$ cat config.mk
export PLATFORM = sky130hd
export DESIGN_NAME = vote_persist_filter
export DESIGN_NICKNAME = d
export VERILOG_FILES = /design/src/rtl/vote_persist_filter.sv
export SDC_FILE = /design/constraint.sdc
export NUM_CORES = 1
export LEC_CHECK = 0
export ABC_AREA = 0
export CAP_MARGIN = 20
export CORE_AREA = 2 2 48 50
export DETAILED_ROUTE_END_ITERATION = 12
export DIE_AREA = 0 0 50 52
export PLACE_DENSITY = 0.68
export SETUP_SLACK_MARGIN = 0.02
export SYNTH_ARGS = -nofsm -noshare
export SYNTH_HDL_FRONTEND = slang
export SYNTH_SLANG_ARGS = --single-unit
$ cat constraint.sdc
create_clock -name clk -period 4.55 [get_ports clk]
set_clock_uncertainty 0.05 [all_clocks]
set_input_delay 0.91 -clock clk [delete_from_list [all_inputs] [get_ports clk]]
set_output_delay 0.91 -clock clk [all_outputs]
set_load 0.03 [all_outputs]
$ cat src/rtl/vote_persist_filter.sv
// vote_persist_filter
// Persistence filter for the 3-of-4 voter output. The filtered value only
// changes once the vote has held a new level for HOLD consecutive qualified
// samples. The block also produces one-cycle rise/fall pulses, a latched
// alarm with acknowledge, and a saturating count of filtered rising events.
module vote_persist_filter #(
  parameter int HOLD  = 4,
  parameter int CNT_W = 8
) (
  input  logic             clk,
  input  logic             rst,
  input  logic             vote,
  input  logic             sample_en,
  input  logic             ack,
  output logic             filt,
  output logic             rise,
  output logic             fall,
  output logic             alarm,
  output logic [CNT_W-1:0] trips
);

  localparam int RUN_W = $clog2(HOLD + 1);
  localparam logic [RUN_W-1:0] RUN_LAST = RUN_W'(HOLD - 1);
  localparam logic [RUN_W-1:0] RUN_ONE  = RUN_W'(1);
  localparam logic [CNT_W-1:0] TRIPS_MAX = {CNT_W{1'b1}};

  typedef enum logic [1:0] {
    LO      = 2'd0,
    QUAL_HI = 2'd1,
    HI      = 2'd2,
    QUAL_LO = 2'd3
  } state_t;

  state_t           state;
  state_t           state_next;
  logic [RUN_W-1:0] run;
  logic [RUN_W-1:0] run_next;

  logic             filt_next;
  logic             rise_next;
  logic             fall_next;
  logic             alarm_next;
  logic [CNT_W-1:0] trips_next;

  // State and qualification-run register; reset aborts any run in progress.
  always_ff @(posedge clk) begin
    if (rst) begin
      state <= LO;
      run   <= '0;
    end else begin
      state <= state_next;
      run   <= run_next;
    end
  end

  // Next-state logic: only qualified samples move the FSM, so a disabled edge leaves a run intact.
  always_comb begin
    state_next = state;
    run_next   = run;
    if (sample_en) begin
      unique case (state)
        LO: begin
          if (vote) begin
            state_next = QUAL_HI;
            run_next   = RUN_ONE;
          end
        end
        QUAL_HI: begin
          if (!vote) begin
            state_next = LO;
            run_next   = '0;
          end else if (run == RUN_LAST) begin
            state_next = HI;
            run_next   = '0;
          end else begin
            run_next = run + RUN_ONE;
          end
        end
        HI: begin
          if (!vote) begin
            state_next = QUAL_LO;
            run_next   = RUN_ONE;
          end
        end
        QUAL_LO: begin
          if (vote) begin
            state_next = HI;
            run_next   = '0;
          end else if (run == RUN_LAST) begin
            state_next = LO;
            run_next   = '0;
          end else begin
            run_next = run + RUN_ONE;
          end
        end
        default: begin
          state_next = LO;
          run_next   = '0;
        end
      endcase
    end
  end

  // Output logic: completion of a run pulses rise/fall and updates filt, alarm and trips together.
  always_comb begin
    rise_next  = sample_en && (state == QUAL_HI) && vote && (run == RUN_LAST);
    fall_next  = sample_en && (state == QUAL_LO) && !vote && (run == RUN_LAST);
    filt_next  = filt;
    alarm_next = alarm;
    trips_next = trips;
    if (rise_next) begin
      filt_next  = 1'b1;
      alarm_next = 1'b1;
      if (trips != TRIPS_MAX) begin
        trips_next = trips + CNT_W'(1);
      end
    end else if (fall_next) begin
      filt_next = 1'b0;
    end
    if (sample_en && ack && !rise_next) begin
      alarm_next = 1'b0;
    end
  end

  // Output registers; everything user-visible is registered and cleared by reset.
  always_ff @(posedge clk) begin
    if (rst) begin
      filt  <= 1'b0;
      rise  <= 1'b0;
      fall  <= 1'b0;
      alarm <= 1'b0;
      trips <= '0;
    end else begin
      filt  <= filt_next;
      rise  <= rise_next;
      fall  <= fall_next;
      alarm <= alarm_next;
      trips <= trips_next;
    end
  end

endmodule

# After elaboration in Yosys (flattened, before gate mapping)
# Cells that the tools add are included.
dict set report totals {
  inputBits 5
  out_inout_bits 12
  regBits 17
}
dict set report op_classes {
  eq_ne 9
  addsub 2
  reduce_logical 16
  muxes 15
}
# operator n
set ops {}
lappend ops {{$mux 3} 5}
lappend ops {{$mux 2} 6}
lappend ops {{$pmux 3 s4} 1}
lappend ops {{$add 8x1->8 const B} 1}
lappend ops {{$logic_and 1x1->1} 8}
lappend ops {{$ne 8x8->1 const B} 1}
lappend ops {{$pmux 2 s4} 1}
lappend ops {{$ne 3x3->1 const B} 2}
lappend ops {{$reduce_and 5->1} 1}
lappend ops {{$eq 2x2->1 const B} 2}
lappend ops {{$ne 2x2->1 const B} 2}
lappend ops {{$add 3x1->3 const B} 1}
lappend ops {{$eq 3x2->1 const B} 1}
lappend ops {{$reduce_and 3->1} 1}
lappend ops {{$eq 2x1->1 const B} 1}
lappend ops {{$logic_not 1->1} 2}
lappend ops {{$logic_not 2->1} 1}
lappend ops {{$mux 1} 2}
lappend ops {{$reduce_and 2->1} 1}
lappend ops {{$reduce_bool 2->1} 1}
lappend ops {{$reduce_or 2->1} 1}

# Depth between registers and ports, before layout
dict set report logic_depth {
  ltp_word 7
  depth_mapped 6
  mapped_depth_nobuf 5
}

# Worst setup path after synthesis
# No wires, ideal clock.
dict set report synth_timing {
  path_kind {input to register}
  startpoint {input port sample_en}
  endpoint {register trips[6]}
  setup_slack_ps 2386
  t_arrival_ps 1998
  setup_time_ps 115
  path_stages 6
  path_cell_list {buf_2 -> and4b_4 -> o211ai_4 -> buf_2 -> o31a_1 -> o21ba_2}
}
dict set report synth_between {
  elab_chain_cells 4
}
# item line_no
set synth_lines {}
lappend synth_lines {{from (decl)} 13} ;# input logic sample_en,
lappend synth_lines {{$logic_and 1x1->1 (3 in a row)} 106} ;# rise_next = sample_en && (state == QUAL_HI) && vote && (run == RUN_LAST);
lappend synth_lines {{$reduce_and 2->1 (no source line)} --}
lappend synth_lines {{to (signal assigned)} 138} ;# trips <= trips_next;
lappend synth_lines {{to (decl)} 19} ;# output logic [CNT_W-1:0] trips
# No other way between the ends.
# A chain may end at the register's enable or synchronous reset.

# Final worst setup path
dict set report layout_timing {
  startpoint {input port sample_en}
  endpoint {register trips[7]}
}
# The elaborated chain is that of the path after synthesis.

==> flow_metrics.env <==
export IMPL_status="finished, final reports clean"
export IMPL_synth_xor_area_share_pct=2.24
export IMPL_combPwrFrac_pct=5.3
export IMPL_reg2reg_slack_ps=2740
export IMPL_grtUsageTotal_pct=13.3
export IMPL_synthesis_nets=95
export IMPL_ys_warn_count=0
export IMPL_switching_share_pct=21.0
export IMPL_tightestPinTransition_ps=565
export IMPL_die_area_um2=2600
export IMPL_synth_area_um2=783
export IMPL_synth_mux_area_share_pct=2.72
export IMPL_p_clk_share_pct=31.7
export IMPL_first_iter_violations=9
export IMPL_synth_cells=88
export IMPL_synth_distinct_cells=33
export IMPL_critPathCaptureType="register"
export IMPL_port_buffers=16
export IMPL_synth_area_leader_cell="dfxtp_1"
export IMPL_critical_path_class="input port to register"
export IMPL_required_ps=4710
export IMPL_cts_setup_buffers=0
export IMPL_timing_fmax_ghz=0.401
export IMPL_path_cells="clkdlybuf4s50_1, and4b_4, o211ai_4, or4_1, a21oi_1"
export IMPL_drv_slew=0
export IMPL_worst_path_buf_inv=1
export IMPL_syn_area_per_cell_um2=8.90
export IMPL_fin_tns_setup_ps=0
export IMPL_slew_headroom_pct=62.2
export IMPL_start_util_pct=37.2
export IMPL_ir_drop_mv=0.165
export IMPL_hpwl_um=1100
export IMPL_synth_main_ff_cell="dfxtp_1"
export IMPL_reg2reg_from="run[0]$_SDFFE_PP0P_"
export IMPL_htree_levels=1
export IMPL_cts_root_buf="clkbuf_4"
export IMPL_hold_buffers=0
export IMPL_synthArstFlopShare_pct=0
export IMPL_synth_top_cell_area_share_pct=43.5
export IMPL_clkSinkCount=17
export IMPL_instances_no_fill=132
export IMPL_hp_start="alarm$_SDFFE_PP0P_"
export IMPL_p_per_area_nw_per_um2=243
export IMPL_max_stage_delay_ps=610
export IMPL_drc_errors=0
export IMPL_start_kind="input port"
export IMPL_clockBufferDepth=2
export IMPL_core_um2=2110
export IMPL_path_clk_slew_ps=90
export IMPL_final_nets=112
export IMPL_reg2regPathDepth=5
export IMPL_routed_wl_um=1470
export IMPL_rsz0062_at_grt="no"
export IMPL_hold_path_depth=2
export IMPL_ios=17
export IMPL_synth_fa_ha_area_share_pct=3.19
export IMPL_ys_ff_latch=17
export IMPL_area_growth_pct=26.0
export IMPL_drv_cap=0
export IMPL_grt_pass1_wl_um=2640
export IMPL_cts_resized_gates=0
export IMPL_min_path_type="register to register"
export IMPL_hold_path_end="alarm$_SDFFE_PP0P_"
export IMPL_yosysSeqAreaShare_pct=43.5
export IMPL_gp_congestion=0.747
export IMPL_vias=689
export IMPL_finalWorstPathRequiredPeriod_ps=2500
export IMPL_reg2reg_to="trips[7]$_SDFFE_PP0P_"
export IMPL_grt_start_max_net_pins=18
export IMPL_p_sw_w=0.0000504
export IMPL_crit_path_top_delay_cell="clkdlybuf4s50_1"
export IMPL_crit_family="simple AND/OR/NAND/NOR gates"
export IMPL_drt_wirelength_per_cell_um=11.1
export IMPL_antenna_left=0
export IMPL_diodes=0
export IMPL_synth_simple_area_share_pct=25.1
export IMPL_synth_common_cells="dfxtp_1, a21oi_1, nand2_1"
export IMPL_die_y_um=52
export IMPL_finalHoldViolCount=0
export IMPL_rows=17
export IMPL_drt_pass1_iter_count=4
export IMPL_cts_tree="yes"
export IMPL_worst_skew_pair_late_latency_ps=280
export IMPL_finalSetupViolCount=0
export IMPL_place_inst=128
export IMPL_synth_compound_area_share_pct=20.1
export IMPL_first_global_vias=666
export IMPL_numCtsBuffers=3
export IMPL_fillCellCount=205
export IMPL_synth_edff_count=0
export IMPL_p_leak_nw=0.325
export IMPL_synth_top_family_by_area="simple AND/OR/NAND/NOR gates"
export IMPL_die_x_um=50
export IMPL_overflow=0
export IMPL_synth_area_leaders="dfxtp_1, a21oi_1, nand2_1, o21ai_0, ha_1"
export IMPL_synth_most_common_cell="dfxtp_1"
export IMPL_antenna_found_initial=0
export IMPL_p_seq_share_pct=63.0
export IMPL_fin_crit_sh_pct=54.9
export IMPL_drive_gt1_share_pct=6.73
export IMPL_power_internal_w=0.000190
export IMPL_via_per_inst=5.22
export IMPL_cp_data_arrival_time_ps=2650
export IMPL_crit_fanout=14
## state kept, by name, indices dropped and copies added (netlist names), named ones only
| name | count |
|---|---|
| fall | 1 |
| alarm | 1 |
| trips | 8 |
| filt | 1 |
| run | 3 |
| rise | 1 |
| state | 1 |
## layer usage
| metal | part of all wire, % | global-route usage, % | wire [um] |
|---|---|---|---|
| met4 | 0 | 6.94 | 0 |
| met2 | 49 | 23.0 | 723 |
| met1 | 48 | 15.2 | 700 |
| met5 | 0 | 0 | 0 |
| met3 | 3.3 | 2.87 | 48 |
## logic make-up (layout without fill, tap and decap cells)
family	Yosys count	count (layout)
AO/OA/AOI/OAI	24	24
XOR/XNOR	2	2
adder cells (fa/ha/maj)	2	2
buffers and inverters	6	22
flip-flops	17	17
multiplexers	2	2
AND/OR/NAND/NOR	35	35
## power groups by stage
| stage | Sequential (W) | Combinational, W | Clock, W |
|---|---|---|---|
| finish | 0.000151 | 0.0000127 | 0.0000762 |
| global route | 0.000152 | 0.0000142 | 0.0000870 |
| CTS | 0.000151 | 0.0000129 | 0.0000794 |
| detailed placement | 0.000155 | 0.0000128 | 0 |
| global placement | 0.000155 | 0.0000125 | 0 |
| floorplan | 0.000155 | 0.00000787 | 0 |
## worst max-delay path by stage
| stage | start | end | slack [ps] | depth (start not counted) |
|---|---|---|---|---|
| after floorplan | sample_en | trips[6]$_SDFFE_PP0P_ | 2390 | 6 |
| after global placement | sample_en | trips[7]$_SDFFE_PP0P_ | 1800 | 5 |
| after detailed placement | sample_en | trips[7]$_SDFFE_PP0P_ | 1760 | 5 |
| after CTS | sample_en | trips[7]$_SDFFE_PP0P_ | 2060 | 5 |
| after global routing | sample_en | trips[7]$_SDFFE_PP0P_ | 1930 | 5 |
| final | sample_en | trips[7]$_SDFFE_PP0P_ | 2050 | 5 |
## cells in the final DEF, fill, tap and decap left out, drive strengths merged, types with 2 or more instances in the layout
master | synthesis | layout
inv | 2 | 2
ha | 2 | 2
xor2 | 2 | 2
nand3 | 4 | 4
dfxtp | 17 | 17
nand2 | 9 | 9
nand4 | 2 | 2
o21ai | 6 | 6
a21oi | 10 | 10
or3 | 4 | 4
clkbuf | 2 | 4
nor2 | 6 | 6
clkdlybuf4s50 | 0 | 16
## tightest hold or removal path, cell delays in order (launching register included)
cell and delay [ps]:
dfxtp_1 320, nand2_1 60, a21oi_1 60
## metrics by stage
| step | area (um2) | power [W] | worst slack [ps] | hold slack (ps) | util [%] |
|---|---|---|---|---|---|
| 2_1_floorplan | 783 | 0.000162 | 2390 | 408 | - |
| 3_3_place_gp | 961 | 0.000167 | 1800 | 397 | 45.6 |
| 3_5_place_dp | 961 | 0.000168 | 1760 | 414 | 45.6 |
| 4_1_cts | 987 | 0.000244 | 2060 | 427 | 46.9 |
| 5_1_grt | 987 | 0.000253 | 1930 | 463 | 46.9 |
| 6_report | 987 | 0.000240 | 2050 | 427 | 46.9 |
## layout make-up
type | count | area (um2) | area share, %
well taps | 28 | 35.0 | 3.55
flip-flops and latches | 17 | 340 | 34.5
repair buffers | 16 | 160 | 16.2
inverters | 2 | 7.51 | 0.760
multi-input cells | 65 | 418 | 42.3
clock buffers | 4 | 26.3 | 2.66
No activity file was read; power rests on OpenSTA's default activity.
==> edit, RTL diff (config.mk and constraints unchanged) <==
Put one more register stage on the output `alarm`, with the module's reset. The value now appears one clock later. The other outputs are not delayed to match.
--- a/src/rtl/vote_persist_filter.sv
+++ b/src/rtl/vote_persist_filter.sv
@@ -30,6 +30,8 @@
     HI      = 2'd2,
     QUAL_LO = 2'd3
   } state_t;
+
+  logic alarm_s0;
 
   state_t           state;
   state_t           state_next;
@@ -106,7 +108,7 @@
     rise_next  = sample_en && (state == QUAL_HI) && vote && (run == RUN_LAST);
     fall_next  = sample_en && (state == QUAL_LO) && !vote && (run == RUN_LAST);
     filt_next  = filt;
-    alarm_next = alarm;
+    alarm_next = alarm_s0;
     trips_next = trips;
     if (rise_next) begin
       filt_next  = 1'b1;
@@ -128,14 +130,22 @@
       filt  <= 1'b0;
       rise  <= 1'b0;
       fall  <= 1'b0;
-      alarm <= 1'b0;
+      alarm_s0 <= 1'b0;
       trips <= '0;
     end else begin
       filt  <= filt_next;
       rise  <= rise_next;
       fall  <= fall_next;
-      alarm <= alarm_next;
+      alarm_s0 <= alarm_next;
       trips <= trips_next;
+    end
+  end
+
+  always_ff @(posedge clk) begin
+    if (rst) begin
+      alarm <= '0;
+    end else begin
+      alarm <= alarm_s0;
     end
   end
 
Formal check against the unedited RTL: not equivalent (Yosys sat finds a counterexample within 10 cycles, from zero or initial values and one cycle with rst high).
==> edit against the original RTL <==
Highest routed layer is now met4. Core utilization grew 3.4 points. Die area unchanged. Synthesized area up 7.3%. Wire length rose by 9.9%. Maximum frequency is 1.7% lower. Sequential cell count grew 1. Largest cell class unchanged. Critical path depth is the same. Total power up 15%. Worst setup slack got worse by 44 ps. Final area is 7.4% higher.
==> edit: results (changes against the original RTL) <==
cts repair resizes=0 (unchanged); number of buffers inserted by port buffering=16 (unchanged); Routed WL=1620 um (+9.9%); final weighted congestion in routability-driven placement=0.765 (+2.3%); net count of the mapped netlist=100 (+5.3%); Worst Max-Slew Pin Slew=667 ps (+102 ps); number of levels the H-tree was split into=1 (unchanged); via count of the first global-routing pass=670 (+0.60%); number of buffers created by CTS=3 (unchanged); DR pass1 iterations=2 (-2); layout filler cell count=207 (+0.98%); share of cells above drive strength 1=8.18% (+1.5 points); Ys Warns=0 (unchanged); Synth async-reset ratio=0% (unchanged); maximum net fanout on the critical path=9 (-5); standby leakage power=0.382 nW (+17%); Antenna diodes=0 (unchanged); via count=734 (+6.5%); antenna violations before repair=0 (unchanged); clock transition at the registers of the reported paths=110 ps (+20 ps); clock root buffer master=clkbuf_4; net count of the finished layout=118 (+5.4%); slowest CP cell=clkdlybuf4s50_1; wire length of the first global-routing pass=2760 um (+4.5%); cells taking the most area after synthesis=dfxtp_1 (43%), nor2b_1 (4.5%), a21oi_1 (4.2%), mux2_2 (4.0%), nand2_1 (3.6%); register area share after synthesis=42.9% (-0.59 points); status=completed; path class of the lowest-slack min-delay path=flop to flop; clock latency reported for the late side of the worst-skew pair=310 ps (+30 ps); maximum VDD drop=0.000153 V (-7.0%); GRT Resource Usage Total=14.1% (+0.84 points); largest net degree at the start of global routing=22 (+4); post-synthesis cell type count=33 (unchanged); largest stage delay on the critical path=660 ps (+50 ps); top cells by count, synth=dfxtp_1 (18), nand2_1 (8), a21oi_1 (7), nor2_1 (7), nor2b_1 (6); Initial DRC Count=7 (-2); Max clock buf depth=2 (unchanged); half-perimeter wire length after placement=1180 um (+7.1%)
[edit: cell types whose count changed in the layout (fill, tap and decap cells not counted), sizes merged, moves of 2 or more]
| cell | change |
|---|---|
| nor3 | +4 |
| mux2 | +2 |
| a211oi | +2 |
| nor2b | +5 |
| a31oi | +3 |
| nand2b | +3 |
| nand3 | -2 |
| or3 | -2 |
| o21ai | -4 |
| and3 | +2 |
| a21oi | -3 |
[edit: worst paths after layout]
check             startpoint        to  slack (ps)  cells after the start
setup / recovery   sample_en  trips[3]        2010                      5
hold reg to reg     alarm_s0  alarm_s0         410                      2
hold / removal      alarm_s0  alarm_s0         410                      2
setup reg to reg      run[0]  trips[3]        2650                      5
[edit: logic make-up (layout without fill, tap and decap cells)]
| group | Yosys count | count (layout) | synth area share [%] |
|---|---|---|---|
| AND/OR/NAND/NOR | 43 | 43 | 30.8 |
| AO/OA/AOI/OAI | 20 | 20 | 14.7 |
| flip-flops | 18 | 18 | 42.9 |
| buffers and inverters | 5 | 22 | 2.38 |
| multiplexers | 4 | 4 | 5.21 |
| adder cells (fa/ha/maj) | 2 | 2 | 2.98 |
| XOR/XNOR | 1 | 1 | 1.04 |
[edit: report_power, final]
| group | total (mW) | internal (mW) | switching [mW] |
|---|---|---|---|
| sequential | 0.160 | 0.159 | 0.00180 |
| clock | 0.100 | 0.0489 | 0.0515 |
| combinational | 0.0142 | 0.00632 | 0.00788 |
| total | 0.275 | 0.214 | 0.0612 |
[edit: critical path: cells and delay by family]
family	cells	cell delay, ps
buffers and inverters	1	660
multiplexers	1	370
AND/OR/NAND/NOR	2	450
AO/OA/AOI/OAI	1	300
[edit: layout make-up]
| cell class | instances | area (um2) | area share, % |
|---|---|---|---|
| multi-input combinational | 70 | 460 | 43.4 |
| sequential | 18 | 360 | 34.0 |
| timing repair buffer | 16 | 160 | 15.1 |
| clock buffer | 4 | 36.3 | 3.42 |
| tap | 28 | 35.0 | 3.31 |
| inverter | 2 | 7.51 | 0.708 |
[edit: per-stage QoR]
stage / power [mW] / instances / setup slack (ps) / util, % / cell area [um2]
3_5_place_dp: 0.178 / 134 / 1690 / 48.6 / 1020
4_1_cts: 0.279 / 138 / 2020 / 50.3 / 1060
6_report: 0.275 / 138 / 2010 / 50.3 / 1060
3_3_place_gp: 0.178 / 134 / 1770 / 48.6 / 1020
2_1_floorplan: 0.173 / 93 / 2330 / - / 841
5_1_grt: 0.288 / 138 / 1860 / 50.3 / 1060
[edit: metal layers]
metal / routed length [um] / part of all wire, % / vias up / GRT usage (%)
met5: 0 / 0 / - / 0
met4: 44 / 2.7 / 0 / 9.72
met3: 56 / 3.5 / 5 / 2.87
met2: 688 / 43 / 14 / 20.8
met1: 827 / 51 / 340 / 18.4
li1: - / - / 375 / -
